[src/rtl/alu_arbiter.sv]
// alu_arbiter: two-requester front end for a shared single-cycle ALU.
// Either round-robin or fixed-priority arbitration picks one requester.
// Its opcode and operands are captured and presented to the ALU for
// exactly one cycle. The result is then returned through a
// valid/ready response port.
//
// Ports
//   clk, rst_n                 clock, asynchronous active-low reset
//   reqN_valid / reqN_ready    per-requester handshake (ready is combinational)
//   reqN_op, reqN_a, reqN_b    opcode (0-10 legal, 11-15 illegal) and operands
//   alu_sel                    one-hot ALU function select, bit index = opcode
//   alu_bus1, alu_bus2         operands to the ALU; alu_bus3 = ALU result
//   rsp_valid / rsp_ready      response handshake
//   rsp_id, rsp_data           owning requester and 16-bit result
//   rsp_zero, rsp_neg, rsp_err result flags
module alu_arbiter #(
    parameter bit PRIO_FIXED = 1'b0
) (
    input  logic        clk,
    input  logic        rst_n,
    input  logic        req0_valid,
    input  logic        req1_valid,
    output logic        req0_ready,
    output logic        req1_ready,
    input  logic [3:0]  req0_op,
    input  logic [3:0]  req1_op,
    input  logic [15:0] req0_a,
    input  logic [15:0] req0_b,
    input  logic [15:0] req1_a,
    input  logic [15:0] req1_b,
    output logic [10:0] alu_sel,
    output logic [15:0] alu_bus1,
    output logic [15:0] alu_bus2,
    input  logic [15:0] alu_bus3,
    output logic        rsp_valid,
    input  logic        rsp_ready,
    output logic        rsp_id,
    output logic [15:0] rsp_data,
    output logic        rsp_zero,
    output logic        rsp_neg,
    output logic        rsp_err
);

    typedef enum logic [1:0] {
        ST_IDLE  = 2'd0,
        ST_DRIVE = 2'd1,
        ST_RESP  = 2'd2
    } state_t;

    // Opcodes 0-10 are implemented by the ALU; everything above is illegal.
    function automatic logic op_legal(input logic [3:0] op);
        return (op <= 4'd10);
    endfunction

    // Illegal opcodes map to an all-zero select so the ALU stays idle.
    function automatic logic [10:0] op_onehot(input logic [3:0] op);
        logic [10:0] sel;
        if (op_legal(op)) begin
            sel = 11'd1 << op;
        end else begin
            sel = 11'd0;
        end
        return sel;
    endfunction

    state_t      state_q, state_d;
    logic        last_q, last_d;          // requester granted on the last accept
    logic        id_q, id_d;
    logic [3:0]  op_q, op_d;
    logic [15:0] a_q, a_d;
    logic [15:0] b_q, b_d;
    logic [10:0] alu_sel_q, alu_sel_d;
    logic [15:0] bus1_q, bus1_d;
    logic [15:0] bus2_q, bus2_d;
    logic        rsp_valid_q, rsp_valid_d;
    logic        rsp_id_q, rsp_id_d;
    logic [15:0] rsp_data_q, rsp_data_d;
    logic        rsp_zero_q, rsp_zero_d;
    logic        rsp_neg_q, rsp_neg_d;
    logic        rsp_err_q, rsp_err_d;

    logic        gnt0;
    logic        gnt1;
    logic        accept;
    logic [3:0]  sel_op;
    logic [15:0] sel_a;
    logic [15:0] sel_b;

    // Arbitration and combinational ready outputs. Ready is masked by rst_n
    // so that both readies read 0 while reset is held.
    always_comb begin
        gnt0 = 1'b0;
        gnt1 = 1'b0;
        if (PRIO_FIXED) begin
            gnt0 = req0_valid;
        end else begin
            // On contention, requester 0 wins only if requester 1 was granted last.
            gnt0 = req0_valid & (~req1_valid | last_q);
        end
        gnt1       = req1_valid & ~gnt0;
        req0_ready = rst_n & (state_q == ST_IDLE) & gnt0;
        req1_ready = rst_n & (state_q == ST_IDLE) & gnt1;
        accept     = (req0_ready & req0_valid) | (req1_ready & req1_valid);
        if (req1_ready) begin
            sel_op = req1_op;
            sel_a  = req1_a;
            sel_b  = req1_b;
        end else begin
            sel_op = req0_op;
            sel_a  = req0_a;
            sel_b  = req0_b;
        end
    end

    // Next-state and datapath. ALU drive registers default to 0, so they are
    // only non-zero in the single DRIVE cycle that follows an accept.
    always_comb begin
        state_d     = state_q;
        last_d      = last_q;
        id_d        = id_q;
        op_d        = op_q;
        a_d         = a_q;
        b_d         = b_q;
        alu_sel_d   = 11'd0;
        bus1_d      = 16'h0000;
        bus2_d      = 16'h0000;
        rsp_valid_d = rsp_valid_q;
        rsp_id_d    = rsp_id_q;
        rsp_data_d  = rsp_data_q;
        rsp_zero_d  = rsp_zero_q;
        rsp_neg_d   = rsp_neg_q;
        rsp_err_d   = rsp_err_q;
        case (state_q)
            ST_IDLE: begin
                if (accept) begin
                    state_d   = ST_DRIVE;
                    id_d      = req1_ready;
                    last_d    = req1_ready;
                    op_d      = sel_op;
                    a_d       = sel_a;
                    b_d       = sel_b;
                    alu_sel_d = op_onehot(sel_op);
                    bus1_d    = sel_a;
                    bus2_d    = sel_b;
                end else begin
                    state_d = ST_IDLE;
                end
            end
            ST_DRIVE: begin
                state_d     = ST_RESP;
                rsp_valid_d = 1'b1;
                rsp_id_d    = id_q;
                if (op_legal(op_q)) begin
                    rsp_data_d = alu_bus3;
                    rsp_zero_d = (alu_bus3 == 16'h0000);
                    rsp_neg_d  = alu_bus3[15];
                    rsp_err_d  = 1'b0;
                end else begin
                    rsp_data_d = 16'h0000;
                    rsp_zero_d = 1'b0;
                    rsp_neg_d  = 1'b0;
                    rsp_err_d  = 1'b1;
                end
            end
            ST_RESP: begin
                if (rsp_ready) begin
                    state_d     = ST_IDLE;
                    rsp_valid_d = 1'b0;
                end else begin
                    state_d = ST_RESP;
                end
            end
            default: begin
                state_d     = ST_IDLE;
                rsp_valid_d = 1'b0;
            end
        endcase
    end

    // State and datapath registers; last-grant resets to requester 1.
    always_ff @(posedge clk or negedge rst_n) begin
        if (!rst_n) begin
            state_q     <= ST_IDLE;
            last_q      <= 1'b1;
            id_q        <= 1'b0;
            op_q        <= 4'd0;
            a_q         <= 16'h0000;
            b_q         <= 16'h0000;
            alu_sel_q   <= 11'd0;
            bus1_q      <= 16'h0000;
            bus2_q      <= 16'h0000;
            rsp_valid_q <= 1'b0;
            rsp_id_q    <= 1'b0;
            rsp_data_q  <= 16'h0000;
            rsp_zero_q  <= 1'b0;
            rsp_neg_q   <= 1'b0;
            rsp_err_q   <= 1'b0;
        end else begin
            state_q     <= state_d;
            last_q      <= last_d;
            id_q        <= id_d;
            op_q        <= op_d;
            a_q         <= a_d;
            b_q         <= b_d;
            alu_sel_q   <= alu_sel_d;
            bus1_q      <= bus1_d;
            bus2_q      <= bus2_d;
            rsp_valid_q <= rsp_valid_d;
            rsp_id_q    <= rsp_id_d;
            rsp_data_q  <= rsp_data_d;
            rsp_zero_q  <= rsp_zero_d;
            rsp_neg_q   <= rsp_neg_d;
            rsp_err_q   <= rsp_err_d;
        end
    end

    assign alu_sel   = alu_sel_q;
    assign alu_bus1  = bus1_q;
    assign alu_bus2  = bus2_q;
    assign rsp_valid = rsp_valid_q;
    assign rsp_id    = rsp_id_q;
    assign rsp_data  = rsp_data_q;
    assign rsp_zero  = rsp_zero_q;
    assign rsp_neg   = rsp_neg_q;
    assign rsp_err   = rsp_err_q;

endmodule

[config.mk]
export PLATFORM = sky130hd
export DESIGN_NAME = alu_arbiter
export DESIGN_NICKNAME = d
export VERILOG_FILES = /design/src/rtl/alu_arbiter.sv
export SDC_FILE = /design/constraint.sdc
export NUM_CORES = 1
export LEC_CHECK = 0
export BUFFER_PORTS_ARGS = -buffer_cell sky130_fd_sc_hd__buf_2
export CAP_MARGIN = 20
export CORE_MARGIN = 2
export CORE_UTILIZATION = 34
export CTS_CLUSTER_DIAMETER = 100
export DETAILED_ROUTE_END_ITERATION = 16
export PLACE_DENSITY_LB_ADDON = 0.05
export REMOVE_ABC_BUFFERS = 1
export SLEW_MARGIN = 20
export SYNTH_ARGS = -nofsm -noshare
export SYNTH_HDL_FRONTEND = slang
export SYNTH_SLANG_ARGS = --single-unit
export TNS_END_PERCENT = 20
[constraint.sdc]
create_clock -name clk -period 4.9 [get_ports clk]
set_clock_uncertainty 0.15 [all_clocks]
set_input_delay 0.98 -clock clk [delete_from_list [all_inputs] [get_ports clk]]
set_output_delay 0.98 -clock clk [all_outputs]
set_load 0.05 [all_outputs]
# ---- Yosys cells after proc, flatten, opt, wreduce, memory -nomap -nowiden
# Index checks and enable logic that the tools add are counted.
dict set report op_classes {
  magnitude_cmp 2
  n_eq_ne 3
  shifts 1
  mux 19
  n_bitwise 12
  n_reduce_logical 4
}
# operator n
set ops {}
lappend ops {{16-bit 2-to-1 mux} 7}
lappend ops {{11-bit 2-to-1 mux} 3}
lappend ops {{16-bit zero test} 1}
lappend ops {{1-bit by 4-bit << shifter with 11-bit output, first input constant} 1}
lappend ops {{4-bit less-or-equal comparator, second input constant} 2}
lappend ops {{1-bit AND} 7}
lappend ops {{2-bit case mux with 3 select lines} 1}
lappend ops {{1-bit 2-to-1 mux} 5}
lappend ops {{4-bit 2-to-1 mux} 1}
lappend ops {{2-bit AND reduction} 2}
lappend ops {{1-bit inverter} 3}
lappend ops {{1-bit case mux with 3 select lines} 1}
lappend ops {{2-bit by 1-bit equality test with 1-bit output, second input constant} 1}
lappend ops {{2-bit equality test, second input constant} 1}
lappend ops {{2-bit zero test} 1}
lappend ops {{2-bit 2-to-1 mux} 1}
lappend ops {{2-bit inequality test, second input constant} 1}
lappend ops {{1-bit OR} 2}
dict set report word_totals {
  regBits 72
  out_inout_bits 66
  wordCells 54
}

# ---- Depth between registers and ports, before layout
# Gate-level depths: netlist of run 1.
dict set report depth {
  ltp_word 11
  mapped_depth 5
}

# ---- Least setup slack after synthesis of run 1
# Ideal clock, no wire load.
dict set report synth_timing {
  path_type {input -> output}
  from {in rst_n}
  to {out req0_ready}
  t_arrival_ns 2.180
  required_ns 3.770
  setup_slack_ns 1.590
  cell_stages 3
  path_buffers 1
  cell_sequence {or3b_4 buf_2 nor2_1}
}
dict set report synth_between {
  elab_chain_len 2
}
# item line
set synth_rtl {}
lappend synth_rtl {{from (decl)} 20} ;# input logic rst_n,
lappend synth_rtl {{1-bit AND (2 in series)} 101} ;# req0_ready = rst_n & (state_q == ST_IDLE) & gnt0;
lappend synth_rtl {{to (decl)} 23} ;# output logic req0_ready,
# No other way between the ends.

# ---- Worst setup path in the final report of run 1
dict set report layout_timing {
  from {in rst_n}
  to {out req1_ready}
}
dict set report layout_between {
  elab_chain_len 2
}
# item line
set layout_rtl {}
lappend layout_rtl {{1-bit AND (2 in series)} 102} ;# req1_ready = rst_n & (state_q == ST_IDLE) & gnt1;
lappend layout_rtl {{to (decl)} 24} ;# output logic req1_ready,
# No other way between the ends.

==> results of run 1 <==
==> layer usage <==
layer | global-route usage (%) | vias up | share of wire (%)
met2 | 26.0 | 95 | 48
li1 | - | 1193 | -
met1 | 22.2 | 1219 | 43
met5 | 0 | - | 0
met3 | 5.12 | 4 | 8.2
met4 | 4.23 | 0 | 0.70
==> layout make-up <==
class | instances | area, um^2 | area share, %
clock buffers | 12 | 145 | 3.64
inverters | 6 | 22.5 | 0.565
well taps | 105 | 131 | 3.29
repair buffers | 163 | 831 | 20.8
flip-flops and latches | 71 | 1780 | 44.6
multi-input cells | 131 | 1030 | 25.9
clock inverters | 4 | 45.0 | 1.13
==> path summary, 6_finish.rpt <==
kind | from | endpoint | cells past startpoint
hold / removal | rsp_valid | rsp_valid | 1
max in group asynchronous | rst_n | alu_sel[2] | 2
setup reg to reg | state_q[0] | alu_bus1[0] | 5
setup / recovery | rst_n | req1_ready | 7
hold reg to reg | rsp_valid | rsp_valid | 1
min in group asynchronous | rst_n | alu_sel[9] | 1
==> placed cells by master, fill, tap and decap left out, types with 2 or more instances in the layout <==
master / netlist / routed
clkbuf_1: 13 / 2
nor2b_1: 5 / 5
a22o_1: 17 / 17
nor4_1: 4 / 4
o21ai_1: 7 / 6
mux2i_1: 2 / 2
nand4b_1: 4 / 4
clkinv_2: 0 / 3
dfrtp_1: 70 / 70
nand4_1: 2 / 2
nor2_1: 6 / 6
a211oi_1: 10 / 10
o21ai_0: 8 / 8
inv_1: 5 / 5
a21o_1: 2 / 2
buf_2: 4 / 157
a21oi_1: 5 / 5
buf_4: 1 / 6
clkbuf_8: 0 / 10
nand2_1: 8 / 8
o221a_2: 31 / 31
a31oi_1: 3 / 3
==> cell families after synthesis <==
logic type             synth area share (%)
and+or+nand+nor                        7.92
DFF                                    61.1
muxes                                  1.08
AOI/OAI and AO/OA                      26.5
buffers and inverters                  3.40
==> stage by stage <==
step,area (um^2),hold slack (ns)
6_report,3990,0.334
4_1_cts,3990,0.322
5_1_grt,3990,0.327
3_3_place_gp,3800,0.310
3_5_place_dp,3800,0.319
2_1_floorplan,2830,0.328
==> state kept, by name, indices dropped and copies added, names as in the netlist <==
signal and flops:
alu_bus1 16, alu_bus2 16, alu_sel 11, id_q 1, last_q 1, op_q 4
rsp_data 16, rsp_err 1, rsp_id 1, rsp_valid 1, rsp_zero 1, state_q 2
==> critical path, stage by stage <==
cell and delay (ns):
buf_4 0.21, nor3b_2 0.19, buf_4 0.20, nand2_1 0.06
buf_4 0.24, inv_1 0.11, buf_2 0.26
==> power by group through the flow <==
stage | combinational, mW | clock (mW) | sequential (mW)
after floorplan | 0.215 | 0 | 1.15
after global placement | 0.820 | 0 | 0.783
after detailed placement | 0.823 | 0 | 0.784
after CTS | 0.824 | 0.474 | 0.774
after global routing | 0.869 | 0.498 | 0.789
final | 0.817 | 0.455 | 0.772
==> qor.yml, run 1 <==
drc: 0
cts_setup_buffers: 0
n_antenna_cell: 0
total_power_mw: 2.04
root_buffer: "clkbuf_8"
drive_gt1_share_pct: 56.3
worst_setup_path_end_kind: "output port"
p_switching_mw: 0.861
rows: 33
tightest_slew_ns: 0.850
worstSetupPathType: "in -> out"
seqPwrFrac_pct: 37.8
clk_pin_slew_worst_paths_ns: 0.07
clkPwrFrac_pct: 22.3
grtUsageTotal_pct: 16.5
layout_setup_ws_ns: 1.50
cp_max_fo: 33
gp_congestion: 0.769
synth_most_common_cell: "dfrtp_1"
slew_headroom_pct: 43.4
io_pins: 159
finalCritPeriodShare_pct: 69.4
cts_sinks: 71
fmax_mhz: 294
wl_per_cell_um: 16.0
clk_path_buf_depth: 2
synth_area_um2: 2910
critPathRequiredTime_ns: 3.77
worstSetupStartpointType: "input pin"
ys_seq_area_share_pct: 61.1
antenna_found_initial: 0
die_x_um: 96.5
drt_first_pass_iters: 4
post_drt_via_cell_ratio: 5.10
ant_nets: 0
ctsHoldBuffers: 0
ir_drop_mv: 0.211
worstPathArrival_ns: 2.27
syn2layout_area_growth_pct: 37.1
port_buffers: 158
clk_latency_ns: 0.33
synthTopCellsByArea: "dfrtp_1 (60%), o221a_2 (12%), a22o_1 (5.1%)"
synth-seq-cells: 71
synth_cell_types: 39
nFillCells: 801
setup_viol: 0
place_ws_ns: 1.49
leakage_nw: 2.09
grt_max_degree: 60
ys.warnings.count: 0
powerDensity_nw_per_um2: 513
grt_pass1_wl_mm: 11.7
dr.first_iter.drc_count: 113
fin_util_pct: 48.3
cts_tree: "yes"
grt_pass1_vias: 2285
power.share.combinational_pct: 40.0
grt_overflow: 0
status: "complete, no violations"
synth_ff_type: "dfrtp_1"
cts_inserted_buffers: 9
rsz0062_at_grt: "no"
dpl.hpwl_mm: 5.52
post_cts_resized: 0
fin_setup_tns_ns: 0
switching_share_pct: 42.1
htreeDepth: 3
drv_slew: 0
die-area_um2: 9310
intPower_mw: 1.18
placedCellCount: 476
drv_cap: 0
vias: 2511
yosys.area.top_type_share_pct: 60.2
async_flop_share_pct: 100
core_area_um2: 8260
drt_wl_total_mm: 7.89
worstHoldPathType: "reg -> reg"
avgSynthCellArea_um2: 12.9
layout.nets: 475
fin_cells: 492
syn_inst: 226
synth_largest_area_cell: "dfrtp_1"
r2r_setup_slack_ns: 2.57
synthTopCellsByCount: "dfrtp_1 (70), o221a_2 (31), a22o_1 (17)"
dieHeight_um: 96.5
start_util_pct: 35.2
hold_viol_final: 0
period_needed_ns: 3.40
synth_edf_count: 0
Power figures use the tool's default switching activity.
==> run 2, diff against run 1 <==
clock period = 2.95 ns   (was 4.9 ns; I/O delays follow)
==> qor.yml, run 2 (synthesis results as in run 1) <==
slew_headroom_pct: 41.3  # -2.0 points
drt_first_pass_iters: 4  # unchanged
r2r-start: "state_q[0]"
reg2regPathDepth: 5  # unchanged
cpPeakStageDelay_ns: 0.51  # +0.25 ns
drc: 0  # unchanged
cp-startpoint: "state_q[0]"
clk_pin_slew_worst_paths_ns: 0.08  # about the same
fin_setup_tns_ns: 0  # unchanged
tightest_slew_ns: 0.880  # +0.0303 ns
dpl.hpwl_mm: 5.46  # -0.98%
antenna_found_initial: 0  # unchanged
syn2layout_area_growth_pct: 39.1
start_util_pct: 35.2  # unchanged
n_antenna_cell: 0  # unchanged
rows: 33  # unchanged
leakage_nw: 2.11  # +0.97%
drive_gt1_share_pct: 57.1  # +0.74 points
place_ws_ns: 0.658  # -0.837 ns
setup_viol: 0  # unchanged
cts_tree: "yes"
cp_max_fo: 14  # -58%
r2r-end: "alu_bus1[0]"
worstSetupPathType: "reg -> out"
dr.first_iter.drc_count: 87  # -23%
final_common_cell: "buf_2"
root_buffer: "clkbuf_8"
finalCritPeriodShare_pct: 82.5
crit_chain: "or3b_4 -> nor2_1 -> buf_2"
grt_overflow: 0  # unchanged
grt_pass1_vias: 2369  # +3.7%
status: "complete, no violations"
nFillCells: 810  # +1.1%
worst_setup_path_end_kind: "output port"
r2r_setup_slack_ns: 0.92  # -1.65 ns
post_drt_via_cell_ratio: 5.09  # -0.25%
vias: 2515  # +0.16%
fmax_mhz: 411
final_area_um2: 4040  # +1.4%
critPathRequiredTime_ns: 2.21  # -1.56 ns
drv_cap: 0  # unchanged
die_x_um: 96.5  # unchanged
drt_wl_total_mm: 7.72  # -2.1%
layout.nets: 477  # +0.42%
layout_setup_ws_ns: 0.517  # -0.984 ns
rsz0062_at_grt: "no"
worstPathArrival_ns: 1.69  # -0.58 ns
wl_per_cell_um: 15.6  # -2.5%
die-area_um2: 9310  # unchanged
cts_inserted_buffers: 9  # unchanged
grt_pass1_wl_mm: 11.8  # +1.2%
ctsHoldBuffers: 0  # unchanged
timing.hold.ws_ns: 0.303  # -0.0300 ns
dieHeight_um: 96.5  # unchanged
period_needed_ns: 2.43
grt_max_degree: 72  # +20%
placed_cell_area_um2: 3810  # +0.40%
ir_drop_mv: 0.358  # +70%
clk_latency_ns: 0.33  # about the same
powerDensity_nw_per_um2: 870  # +70%
cts_setup_buffers: 0  # unchanged
cts_sinks: 71  # unchanged
hold_viol_final: 0  # unchanged
core_area_um2: 8260  # unchanged
clk_path_buf_depth: 2  # unchanged
grtUsageTotal_pct: 16.7  # +0.14 points
crit_end: "req0_ready"
port_buffers: 158  # unchanged
drv_slew: 0  # unchanged
post_cts_resized: 0  # unchanged
io_pins: 159  # unchanged
worstSetupStartpointType: "flop"
most-common-layout-cells: "buf_2 (157), dfrtp_1 (70), o221a_2 (31), a22o_1 (17), clkbuf_8 (11)"
crit_slowest_cell: "or3b_4"
gp_congestion: 0.746  # -3.1%
htreeDepth: 3  # unchanged
ant_nets: 0  # unchanged
worstHoldPathType: "in -> async"
run 2: cell count changes in the layout (fill, tap and decap cells not counted), sizes merged:
| cell | before | now |
|---|---|---|
| clkinvlp | 0 | 2 |
| bufinv | 1 | 2 |
| buf | 163 | 165 |
| clkinv | 3 | 1 |
| clkbuf | 12 | 11 |
run 2: stage by stage:
step / cells / power, mW / utilization, %
4_1_cts: 494 / 3.56 / 49.0
3_3_place_gp: 478 / 2.67 / 46.2
2_1_floorplan: 208 / 2.27 / -
3_5_place_dp: 478 / 2.67 / 46.2
6_report: 494 / 3.52 / 49.0
5_1_grt: 494 / 3.71 / 49.0
run 2: how the worst min path moves through the flow:
stage / from / end / cells after the start
final: rst_n / rsp_data[2] / 2
after floorplan: rst_n / alu_bus1[0] / 0
after CTS: alu_bus3[14] / rsp_data[14] / 2
after detailed placement: rsp_id / rsp_id / 2
after global placement: rsp_id / rsp_id / 2
after global routing: alu_bus3[8] / rsp_data[8] / 2
run 2: cell type report:
class / count / area, um^2 / area share [%]
Sequential cell: 71 / 1780 / 44.0
Clock inverter: 5 / 80.1 / 1.98
Timing Repair Buffer: 165 / 846 / 20.9
Inverter: 6 / 22.5 / 0.557
Multi-Input combinational cell: 131 / 1030 / 25.6
Clock buffer: 11 / 151 / 3.74
Tap cell: 105 / 131 / 3.25
run 2: critical path: cells and delay by family (launching register included):
family / cells / cell delay, ns
buffers and inverters: 1 / 0.28
flip-flops: 1 / 0.44
AND/OR/NAND/NOR: 2 / 0.63
run 2: where the power goes:
group | total, mW | internal, mW | switching (mW)
clock network | 0.876 | 0.521 | 0.355
registers | 1.28 | 1.19 | 0.0965
logic | 1.36 | 0.374 | 0.987
total | 3.52 | 2.08 | 1.44
run 2: metal layers:
layer  GRT usage [%]  vias to the layer above  wire length [um]
met3            4.34                        9               604
li1                -                     1197                 -
met4            6.34                        0                97
met2            25.1                       99              3710
met5               0                        -                 0
met1            23.0                     1210              3310
==> run 3, diff against run 2 <==
ABC_AREA = 1   (was default)
clock period = 2 ns   (was 2.95 ns; I/O delays follow)
==> qor.yml, run 3 <==
status: "complete, no violations"
wl_per_cell_um: 12.8  # -18%
drv_slew: 0  # unchanged
clk_pin_slew_worst_paths_ns: 0.07  # about the same
finalCritPeriodShare_pct: 97.1
die_x_um: 98.4  # +2.0%
io_pins: 159  # unchanged
rows: 34  # +3.0%
ir_drop_mv: 0.592  # +65%
grt_max_degree: 72  # unchanged
powerDensity_nw_per_um2: 1460  # +68%
cp_max_fo: 7  # -7
vias: 2739  # +8.9%
start_util_pct: 34.9  # -0.31 points
synth-seq-cells: 71  # unchanged
final_common_cell: "buf_2"
antenna_found_initial: 0  # unchanged
grt_pass1_wl_mm: 13.0  # +9.5%
grtUsageTotal_pct: 16.9  # +0.23 points
gp_congestion: 0.768  # +3.0%
most-common-layout-cells: "buf_2 (155), dfrtp_1 (70), nor2_1 (65), o21ai_0 (52), nand2_1 (44)"
htreeDepth: 3  # unchanged
grt_pass1_vias: 2805  # +18%
fin_setup_tns_ns: 0  # unchanged
hold_viol_final: 0  # unchanged
layout.nets: 592  # +24%
drive_gt1_share_pct: 43.3  # -14 points
fmax_mhz: 515
synthTopCellsByCount: "dfrtp_1 (70), nor2_1 (65), o21ai_0 (52)"
cts_sinks: 71  # unchanged
drv_cap: 0  # unchanged
worstPathArrival_ns: 1.39  # -0.30 ns
drt_first_pass_iters: 4  # unchanged
die-area_um2: 9680  # +4.0%
worstSetupStartpointType: "flop"
worstSetupPathType: "reg -> out"
tightest_slew_ns: 0.907  # +0.0271 ns
core_area_um2: 8680  # +5.1%
syn2layout_area_growth_pct: 38.0
yosys.area.top_type_share_pct: 57.8  # -2.4 points
worst_setup_path_end_kind: "output port"
ys.warnings.count: 0  # unchanged
port_buffers: 158  # unchanged
synth_most_common_cell: "dfrtp_1"
total_power_mw: 6.11  # +74%
clk_path_buf_depth: 2  # unchanged
cpPeakStageDelay_ns: 0.42  # -0.09 ns
setup_viol: 0  # unchanged
critPathRequiredTime_ns: 1.45  # -0.76 ns
drc: 0  # unchanged
synthTopCellsByArea: "dfrtp_1 (58%), o21ai_0 (8.6%), nor2_1 (8.1%)"
dieHeight_um: 98.4  # +2.0%
async_flop_share_pct: 100  # unchanged
crit_slowest_cell: "dfrtp_1"
crit_chain: "inv_2 -> nand2_4 -> nor2_8 -> nand2_4 -> inv_2 -> buf_8"
clk_latency_ns: 0.34  # about the same
syn_inst: 332  # +47%
synth_ff_type: "dfrtp_1"
period_needed_ns: 1.94
synth_edf_count: 0  # unchanged
rsz0062_at_grt: "yes"
cts_tree: "yes"
dpl.hpwl_mm: 5.51  # +0.90%
synth_largest_area_cell: "dfrtp_1"
leakage_nw: 2.42  # +15%
synth_cell_types: 24  # -38%
grt_overflow: 0  # unchanged
synth_area_um2: 3030  # +4.2%
drt_wl_total_mm: 7.84  # +1.6%
worstHoldPathType: "in -> async"
cts_inserted_buffers: 9  # unchanged
root_buffer: "clkbuf_8"
slew_headroom_pct: 39.5  # -1.8 points
post_drt_via_cell_ratio: 4.48  # -12%
ant_nets: 0  # unchanged
dr.first_iter.drc_count: 39  # -55%
n_antenna_cell: 0  # unchanged
ys_seq_area_share_pct: 58.7  # -2.4 points
avgSynthCellArea_um2: 9.12  # -29%
run 3: cell count changes in the layout (fill, tap and decap cells not counted), moves of 6 or more:
cell,previous run,this run
a211oi_1,10,0
a22o_1,17,0
buf_4,8,14
inv_1,5,30
nand2_1,8,44
nand3_1,1,11
nor2_1,6,65
nor2_2,0,15
o21ai_0,8,52
o221a_2,31,0
run 3: per-stage QoR:
stage,hold WS (ns),area [um^2],std cells,worst slack [ns],util (%)
after global placement,0.313,3940,592,0.205,45.4
after floorplan,-0.0456,2920,316,-0.0251,-
after CTS,0.108,4150,609,-0.00311,47.9
final,0.118,4180,612,0.0582,48.2
after detailed placement,0.321,3940,592,0.198,45.4
after global routing,0.128,4180,612,-0.0239,48.2
run 3: final cells by class:
cell class / count / area [um^2]
fillers: 866 / 4500
flip-flops and latches: 71 / 1780
multi-input cells: 210 / 1020
repair buffers: 172 / 927
clock buffers: 13 / 149
well taps: 108 / 135
inverters: 35 / 131
clock inverters: 3 / 42.5
run 3: what timing repair did:
item                       CTS  global route
hold buffers                 0             0
resized for setup            5             3
setup endpoints to repair    2             2
gates cloned                 0             0
setup buffers                1             3
run 3: critical path: cells and delay by family (launching register included):
kind / cells / cell delay [ns]
simple gates: 3 / 0.30
buf+inv: 3 / 0.33
flops: 1 / 0.42
run 3: path summary, 6_finish.rpt:
| check | start | to | slack (ns) | depth (start not counted) |
|---|---|---|---|---|
| max | state_q[0] | req1_ready | 0.06 | 6 |
| min | rst_n | rsp_data[13] | 0.12 | 2 |
| max reg2reg | state_q[0] | alu_bus1[7] | 0.32 | 8 |
| min reg2reg | rsp_data[9] | rsp_data[9] | 0.33 | 2 |
| max in group asynchronous | rst_n | alu_bus2[3] | 0.98 | 2 |
| min in group clk | rsp_ready | state_q[1] | 0.12 | 2 |
run 3: report_power, final:
group          internal (mW)  switching (mW)  total [mW]  leakage, nW
Sequential              1.88           0.181        2.06        0.926
Clock                  0.610           0.522        1.13       0.0936
Combinational          0.709            2.21        2.92         1.40
run 3: cells by family after synthesis:
group	synth area share (%)
flops	58.7
compound gates	10.5
simple gates	22.9
buf+inv	7.89
run 3: metal layers:
| metal | routed length, um | global-route usage, % |
|---|---|---|
| met2 | 3860 | 27.5 |
| met4 | 132 | 6.95 |
| met5 | 0 | 0 |
| met3 | 673 | 5.94 |
| met1 | 3180 | 20.4 |
